<file path="config.mk">
export PLATFORM = sky130hd
export DESIGN_NAME = util_fft_mc
export DESIGN_NICKNAME = d
export VERILOG_FILES = /design/src/rtl/util_fft_mc.sv
export SDC_FILE = /design/constraint.sdc
export NUM_CORES = 1
export LEC_CHECK = 0
export CAP_MARGIN = 10
export CORE_MARGIN = 2
export CORE_UTILIZATION = 45
export DETAILED_ROUTE_END_ITERATION = 12
export PLACE_DENSITY = 0.77
export SLEW_MARGIN = 20
export SYNTH_ARGS = -nofsm -noshare
export SYNTH_HDL_FRONTEND = slang
export SYNTH_SLANG_ARGS = --single-unit
</file>
<file path="constraint.sdc">
create_clock -name clk -period 6.1 [get_ports clk]
set_input_delay 0.915 -clock clk [delete_from_list [all_inputs] [get_ports clk]]
set_output_delay 0.915 -clock clk [all_outputs]
set_load 0.1 [all_outputs]
</file>
<file path="src/rtl/util_fft_mc.sv">
// Framing and tag bookkeeping around a streaming FFT core: builds sop/eop on the
// sink side, carries per-frame channel/direction/length tags to the source side.
module util_fft_mc #(
    parameter int FFT_SIZE_MAX = 4096,
    parameter int INDX_WIDTH   = 12,
    parameter int INPUT_WIDTH  = 16,
    parameter int OUTPUT_WIDTH = 16,
    parameter int CHANNELS     = 4,
    parameter int CH_WIDTH     = 2,
    parameter int TAG_DEPTH    = 8
) (
    input  logic                    clk,
    input  logic                    rst_n,
    input  logic [3:0]              cfg_size_log2,
    input  logic                    inverse,
    input  logic                    din_valid,
    output logic                    din_ready,
    input  logic [INPUT_WIDTH-1:0]  din_real,
    input  logic [INPUT_WIDTH-1:0]  din_imag,
    output logic                    core_sink_valid,
    output logic                    core_sink_sop,
    output logic                    core_sink_eop,
    output logic                    core_sink_inverse,
    output logic [INPUT_WIDTH-1:0]  core_sink_real,
    output logic [INPUT_WIDTH-1:0]  core_sink_imag,
    input  logic                    core_sink_ready,
    input  logic                    core_source_valid,
    input  logic                    core_source_sop,
    input  logic                    core_source_eop,
    input  logic [OUTPUT_WIDTH-1:0] core_source_real,
    input  logic [OUTPUT_WIDTH-1:0] core_source_imag,
    input  logic [5:0]              core_source_exp,
    output logic                    core_source_ready,
    output logic                    dout_valid,
    output logic                    dout_sop,
    output logic                    dout_eop,
    input  logic                    dout_ready,
    output logic [OUTPUT_WIDTH-1:0] dout_real,
    output logic [OUTPUT_WIDTH-1:0] dout_imag,
    output logic [5:0]              dout_exp,
    output logic [INDX_WIDTH-1:0]   dout_index,
    output logic [CH_WIDTH-1:0]     dout_channel,
    output logic                    dout_inverse,
    output logic [15:0]             frame_err_cnt,
    output logic                    tag_unf
);

    localparam int TAG_W = CH_WIDTH + 1 + 4;
    localparam int PTR_W = $clog2(TAG_DEPTH);
    localparam logic [3:0] MAX_LOG2 = 4'(INDX_WIDTH);
    localparam logic [INDX_WIDTH-1:0] ALL_ONES = '1;

    logic [1:0]            init_q;
    logic                  rst_done;
    logic [INDX_WIDTH-1:0] sink_idx;
    logic [3:0]            size_q;
    logic                  inv_q;
    logic [CH_WIDTH-1:0]   ch_cnt;
    logic [3:0]            cfg_clamped;
    logic [3:0]            cur_log2;
    logic [INDX_WIDTH-1:0] sink_last;
    logic                  frame_start;
    logic                  sink_acc;

    logic [TAG_W-1:0]      tag_mem [TAG_DEPTH];
    logic [PTR_W:0]        wr_ptr;
    logic [PTR_W:0]        rd_ptr;
    logic                  fifo_full;
    logic                  fifo_empty;
    logic                  tag_push;
    logic                  tag_pop;
    logic [TAG_W-1:0]      head;
    logic [INDX_WIDTH-1:0] head_last;
    logic                  src_acc;

    // Two-flop gate: din_ready opens on the second edge after reset release.
    always_ff @(posedge clk or negedge rst_n) begin
        if (!rst_n) init_q <= 2'b00;
        else        init_q <= {init_q[0], 1'b1};
    end
    assign rst_done = init_q[1];

    always_comb begin
        cfg_clamped = cfg_size_log2;
        if (cfg_size_log2 < 4'd6 || cfg_size_log2 > MAX_LOG2) cfg_clamped = MAX_LOG2;
    end

    // At index 0 the live configuration applies; afterwards the latched copy.
    assign frame_start = (sink_idx == '0);
    assign cur_log2    = frame_start ? cfg_clamped : size_q;
    assign sink_last   = ALL_ONES >> (MAX_LOG2 - cur_log2);

    // A full tag FIFO only stalls the next frame start, never a frame in flight.
    assign din_ready = core_sink_ready & rst_done & (~fifo_full | ~frame_start);
    assign sink_acc  = din_valid & din_ready;

    assign core_sink_valid   = sink_acc;
    assign core_sink_sop     = sink_acc & frame_start;
    assign core_sink_eop     = sink_acc & (sink_idx == sink_last);
    assign core_sink_inverse = frame_start ? inverse : inv_q;
    assign core_sink_real    = din_real;
    assign core_sink_imag    = din_imag;

    always_ff @(posedge clk or negedge rst_n) begin
        if (!rst_n) begin
            sink_idx <= '0;
            size_q   <= '0;
            inv_q    <= 1'b0;
            ch_cnt   <= '0;
        end else if (sink_acc) begin
            sink_idx <= core_sink_eop ? '0 : sink_idx + 1'b1;
            if (frame_start) begin
                size_q <= cfg_clamped;
                inv_q  <= inverse;
            end
            if (core_sink_eop)
                ch_cnt <= (ch_cnt == CH_WIDTH'(CHANNELS - 1)) ? '0 : ch_cnt + 1'b1;
        end
    end

    // Tag FIFO, one entry per frame between sink sop and source eop.
    assign fifo_empty = (wr_ptr == rd_ptr);
    assign fifo_full  = (wr_ptr[PTR_W] != rd_ptr[PTR_W]) &&
                        (wr_ptr[PTR_W-1:0] == rd_ptr[PTR_W-1:0]);
    assign src_acc    = core_source_valid & dout_ready;
    assign tag_push   = core_sink_sop;
    assign tag_pop    = src_acc & core_source_eop & ~fifo_empty;
    assign head       = tag_mem[rd_ptr[PTR_W-1:0]];
    assign head_last  = ALL_ONES >> (MAX_LOG2 - head[3:0]);

    always_ff @(posedge clk) begin
        if (tag_push) tag_mem[wr_ptr[PTR_W-1:0]] <= {ch_cnt, inverse, cfg_clamped};
    end

    always_ff @(posedge clk or negedge rst_n) begin
        if (!rst_n) begin
            wr_ptr <= '0;
            rd_ptr <= '0;
        end else begin
            if (tag_push) wr_ptr <= wr_ptr + 1'b1;
            if (tag_pop)  rd_ptr <= rd_ptr + 1'b1;
        end
    end

    assign dout_valid        = core_source_valid;
    assign core_source_ready = dout_ready;
    assign dout_sop          = core_source_sop;
    assign dout_eop          = core_source_eop;
    assign dout_real         = core_source_real;
    assign dout_imag         = core_source_imag;
    assign dout_exp          = core_source_exp;
    assign dout_channel      = fifo_empty ? '0 : head[TAG_W-1 -: CH_WIDTH];
    assign dout_inverse      = ~fifo_empty & head[4];

    always_ff @(posedge clk or negedge rst_n) begin
        if (!rst_n) begin
            dout_index    <= '0;
            frame_err_cnt <= '0;
            tag_unf       <= 1'b0;
        end else if (src_acc) begin
            dout_index <= core_source_eop ? '0 : dout_index + 1'b1;
            if (core_source_eop && !fifo_empty && dout_index != head_last &&
                frame_err_cnt != 16'hFFFF)
                frame_err_cnt <= frame_err_cnt + 1'b1;
            if (fifo_empty) tag_unf <= 1'b1;
        end
    end

endmodule
</file>
==> results.sh <==
export IMPL_gp_congestion=0.923
export IMPL_min_from="init_q[0]"
export IMPL_timing_rr_end="ch_cnt[0]"
export IMPL_status="completed"
export IMPL_dr_total_vias=4406
export IMPL_initial_core_util=0.464
export IMPL_synth_cells=591
export IMPL_crit_fanout=12
export IMPL_place_ws_ns=0.421
export IMPL_finalCriticalPeriod_ns=5.74
export IMPL_cpMaxStageDelayCell="clkdlybuf4s50_1"
export IMPL_final_core_util=0.519
export IMPL_rows=43
export IMPL_synth_top_flop_cell="dfrtp_1"
export IMPL_ctsHoldBuffers=0
export IMPL_yosys_area_share_simple=0.142
export IMPL_syn_area_sq_mm=0.00649
export IMPL_io_buffers=51
export IMPL_nNetsFinal=669
export IMPL_crit_buf_inv=5
export IMPL_grt_pass1_vias=4347
export IMPL_cts_tree="yes"
export IMPL_wirelength_microns=14300
export IMPL_required_ns=5.18
export IMPL_grt_util_all_layers=0.193
export IMPL_syn_avg_cell_area_sq_um=11.0
export IMPL_power_leakage_nw=2.88
export IMPL_peakVddDrop_mv=0.389
export IMPL_cts_sinks=114
export IMPL_post_cts_resized=0
export IMPL_hp_class="reg -> reg"
export IMPL_dieArea_sq_mm=0.0154
export IMPL_tightest_slew_ns=0.999
export IMPL_clkTransAtPathRegs_ns=0.05
export IMPL_crit_top_cell="buf_4"
export IMPL_clock_path_buffers=2
export IMPL_synthAdderAreaFrac=0.0251
export IMPL_hold_viol=0
export IMPL_die_width_microns=124
export IMPL_p_per_area_mw_per_mm2=531
export IMPL_cap_violations=0
export IMPL_ys_seq_elements=114
export IMPL_grt_max_degree=59
export IMPL_synthMuxAreaShare=0.0901
export IMPL_min_period_over_period=0.941
export IMPL_whs_endpoint="init_q[1]"
export IMPL_critPathMaxStageDelay_ns=0.51
export IMPL_cpLargestDelayFamily="simple AND/OR/NAND/NOR gates"
export IMPL_antenna_found_initial=0
export IMPL_core_sq_mm=0.0140
export IMPL_vias_per_cell=5.75
export IMPL_htree_levels=4
export IMPL_setup_viol=0
export IMPL_maxSlewViolCount=0
export IMPL_r2r_start="sink_idx[0]"
export IMPL_fp_dieH_microns=124
export IMPL_timing_final_ws_setup_ns=0.362
export IMPL_synth_nets=687
export IMPL_worstPathCellList="clkdlybuf4s50_1 > nor2b_1 > inv_1 > nand3_1 > a21boi_0 > buf_4 > mux2i_1 > ha_1 > and3b_1 > and4_1 > a211oi_1 > buf_4 > nand2b_1 > or3b_1 > a31oi_1 > a41oi_1 > nor4b_4 > buf_12"
export IMPL_finalPower_mw=3.86
export IMPL_critPathCaptureType="output pin"
export IMPL_antennaDiodeCount=0
export IMPL_firstDrtPassIters=7
export IMPL_drc_errors=0
export IMPL_root_buffer="clkbuf_16"
export IMPL_fmax_mhz=174
export IMPL_drive_gt1_frac=0.135
export IMPL_relSlewSlack=0.332
export IMPL_rrSetupSlack_ns=1.24
export IMPL_cp_start_kind="primary input"
export IMPL_final_antenna_net_count=0
export IMPL_ys_types=62
export IMPL_yosysWarningCount=0
export IMPL_grt_overflow=0
export IMPL_clock_latency_ns=0.41
export IMPL_drt_iter0_markers=454
export IMPL_nFillCells=1200
export IMPL_synth_seq_area_share=0.483
export IMPL_dpl_hpwl_microns=9720
export IMPL_worstHoldPathCells=0
export IMPL_fin_skew_ns=0.0108
export IMPL_grt_pass1_wl_microns=22500
export IMPL_rsz0062_at_grt="no"
export IMPL_cts_setup_buffers=0
export IMPL_cts_inserted_buffers=17
export IMPL_tns_ns=0
export IMPL_synth_edf_count=56
export IMPL_areaGrowthSynthToFinish_pct=12.0
export IMPL_avgRoutedWirePerCell_microns=18.7
export IMPL_ios=194
export IMPL_critical_path_class="in -> out"
export IMPL_reg2reg_depth=17
export IMPL_arrival_ns=4.82
export IMPL_synthArstFlopShare=0.509
export IMPL_synth_compound_area_frac=0.0723
export IMPL_synth_xor_area_frac=0.0777
export IMPL_synth_top_family_by_area="simple AND/OR/NAND/NOR gates"
## metal layers
| metal | track usage | up-vias | part of all wire |
|---|---|---|---|
| met5 | 0 | - | 0 |
| met1 | 0.246 | 2200 | 0.41 |
| met2 | 0.306 | 170 | 0.49 |
| met3 | 0.0481 | 44 | 0.065 |
| met4 | 0.0962 | 0 | 0.030 |
| li1 | - | 1992 | - |
## state kept, by name, indices dropped and copies added, names as in the netlist
register and count:
wr_ptr 4, init_q 2, ch_cnt 2, size_q 4, frame_err_cnt 16, rd_ptr 4
tag_mem 56, tag_unf 1, inv_q 1, dout_index 12, sink_idx 12
## area by class of cell
class                   count  area [sq um]  share of cell area
flip-flops and latches    114          3130               0.431
multi-input cells         369          2650               0.365
repair buffers             60           583              0.0802
clock buffers              21           482              0.0663
well taps                 180           225              0.0310
clock inverters            11           148              0.0203
inverters                  11          41.3             0.00568
## worst register-to-register path: cells and delay by family (launching register included)
family                     cells  cell delay [ns]
AOI/OAI and AO/OA              3             0.31
adders and majority gates      2             0.46
buffers and inverters          3             0.63
DFF                            1             0.43
muxes                          2             0.76
and+or+nand+nor                7             2.15
## metrics by stage
step                instance area [sq um]  hold WS, ns  instances
global placement                     6630        0.338        734
global route                         7270        0.372        766
finish                               7270        0.360        766
detailed placement                   6630        0.341        734
floorplan                            6490        0.331        591
CTS                                  7260        0.363        766
## worst max path at each step
| stage | startpoint | end | slack (ns) | cells past startpoint |
|---|---|---|---|---|
| final | cfg_size_log2[3] | core_sink_eop | 0.36 | 18 |
| after CTS | cfg_size_log2[3] | core_sink_eop | 0.38 | 18 |
| after global routing | cfg_size_log2[3] | core_sink_eop | 0.02 | 18 |
| after floorplan | rd_ptr[0] | tag_mem[4][0] | 0.18 | 10 |
| after global placement | cfg_size_log2[3] | core_sink_eop | 0.56 | 18 |
| after detailed placement | cfg_size_log2[3] | core_sink_eop | 0.42 | 18 |
## placed cells by master (no fill, tap or decap), drive strengths merged, types with 3 or more instances in the layout
cell           instances
a211oi                 4
a21oi                  8
a31oi                  7
and2                   3
and3                   8
buf                   11
bufinv                 3
clkbuf                21
clkdlybuf4s50         49
clkinv                 5
dfrtp                 58
edfxtp                56
ha                    13
inv                   13
mux2                  13
mux2i                 11
mux4                  14
nand2                 49
nand2b                 8
nand3                 26
nand4                 11
nor2                  58
nor2b                  4
nor3                  12
nor4                   3
nor4b                  3
o211ai                 3
o21ai                 20
o22ai                  3
o31ai                  4
xnor2                 15
xor2                  40
## cells by family (layout without fill, tap and decap cells)
kind of cell / after synthesis / count (layout)
compound gates: 69 / 69
xor+xnor: 55 / 55
other cells: 1 / 1
simple gates: 193 / 193
mux: 38 / 38
buf+inv: 108 / 103
flops: 114 / 114
fa+ha+maj: 13 / 13
## report_power, final
| part | internal (mW) | total (mW) | switching, mW |
|---|---|---|---|
| Sequential | 0.891 | 1.07 | 0.174 |
| Combinational | 0.662 | 1.74 | 1.08 |
| Clock | 0.691 | 1.05 | 0.361 |
| Total | 2.24 | 3.86 | 1.62 |
## synth_stat cells, types with 13 or more instances
| master | number | area (sq um) |
|---|---|---|
| buf_4 | 75 | 563 |
| dfrtp_1 | 58 | 1450 |
| nor2_1 | 58 | 218 |
| edfxtp_1 | 56 | 1680 |
| nand2_1 | 49 | 184 |
| xor2_1 | 40 | 350 |
| nand3_1 | 26 | 130 |
| o21ai_0 | 19 | 95.1 |
| mux4_2 | 14 | 315 |
| ha_1 | 13 | 163 |
| mux2_2 | 13 | 146 |
(Power assumes the default switching activity.)
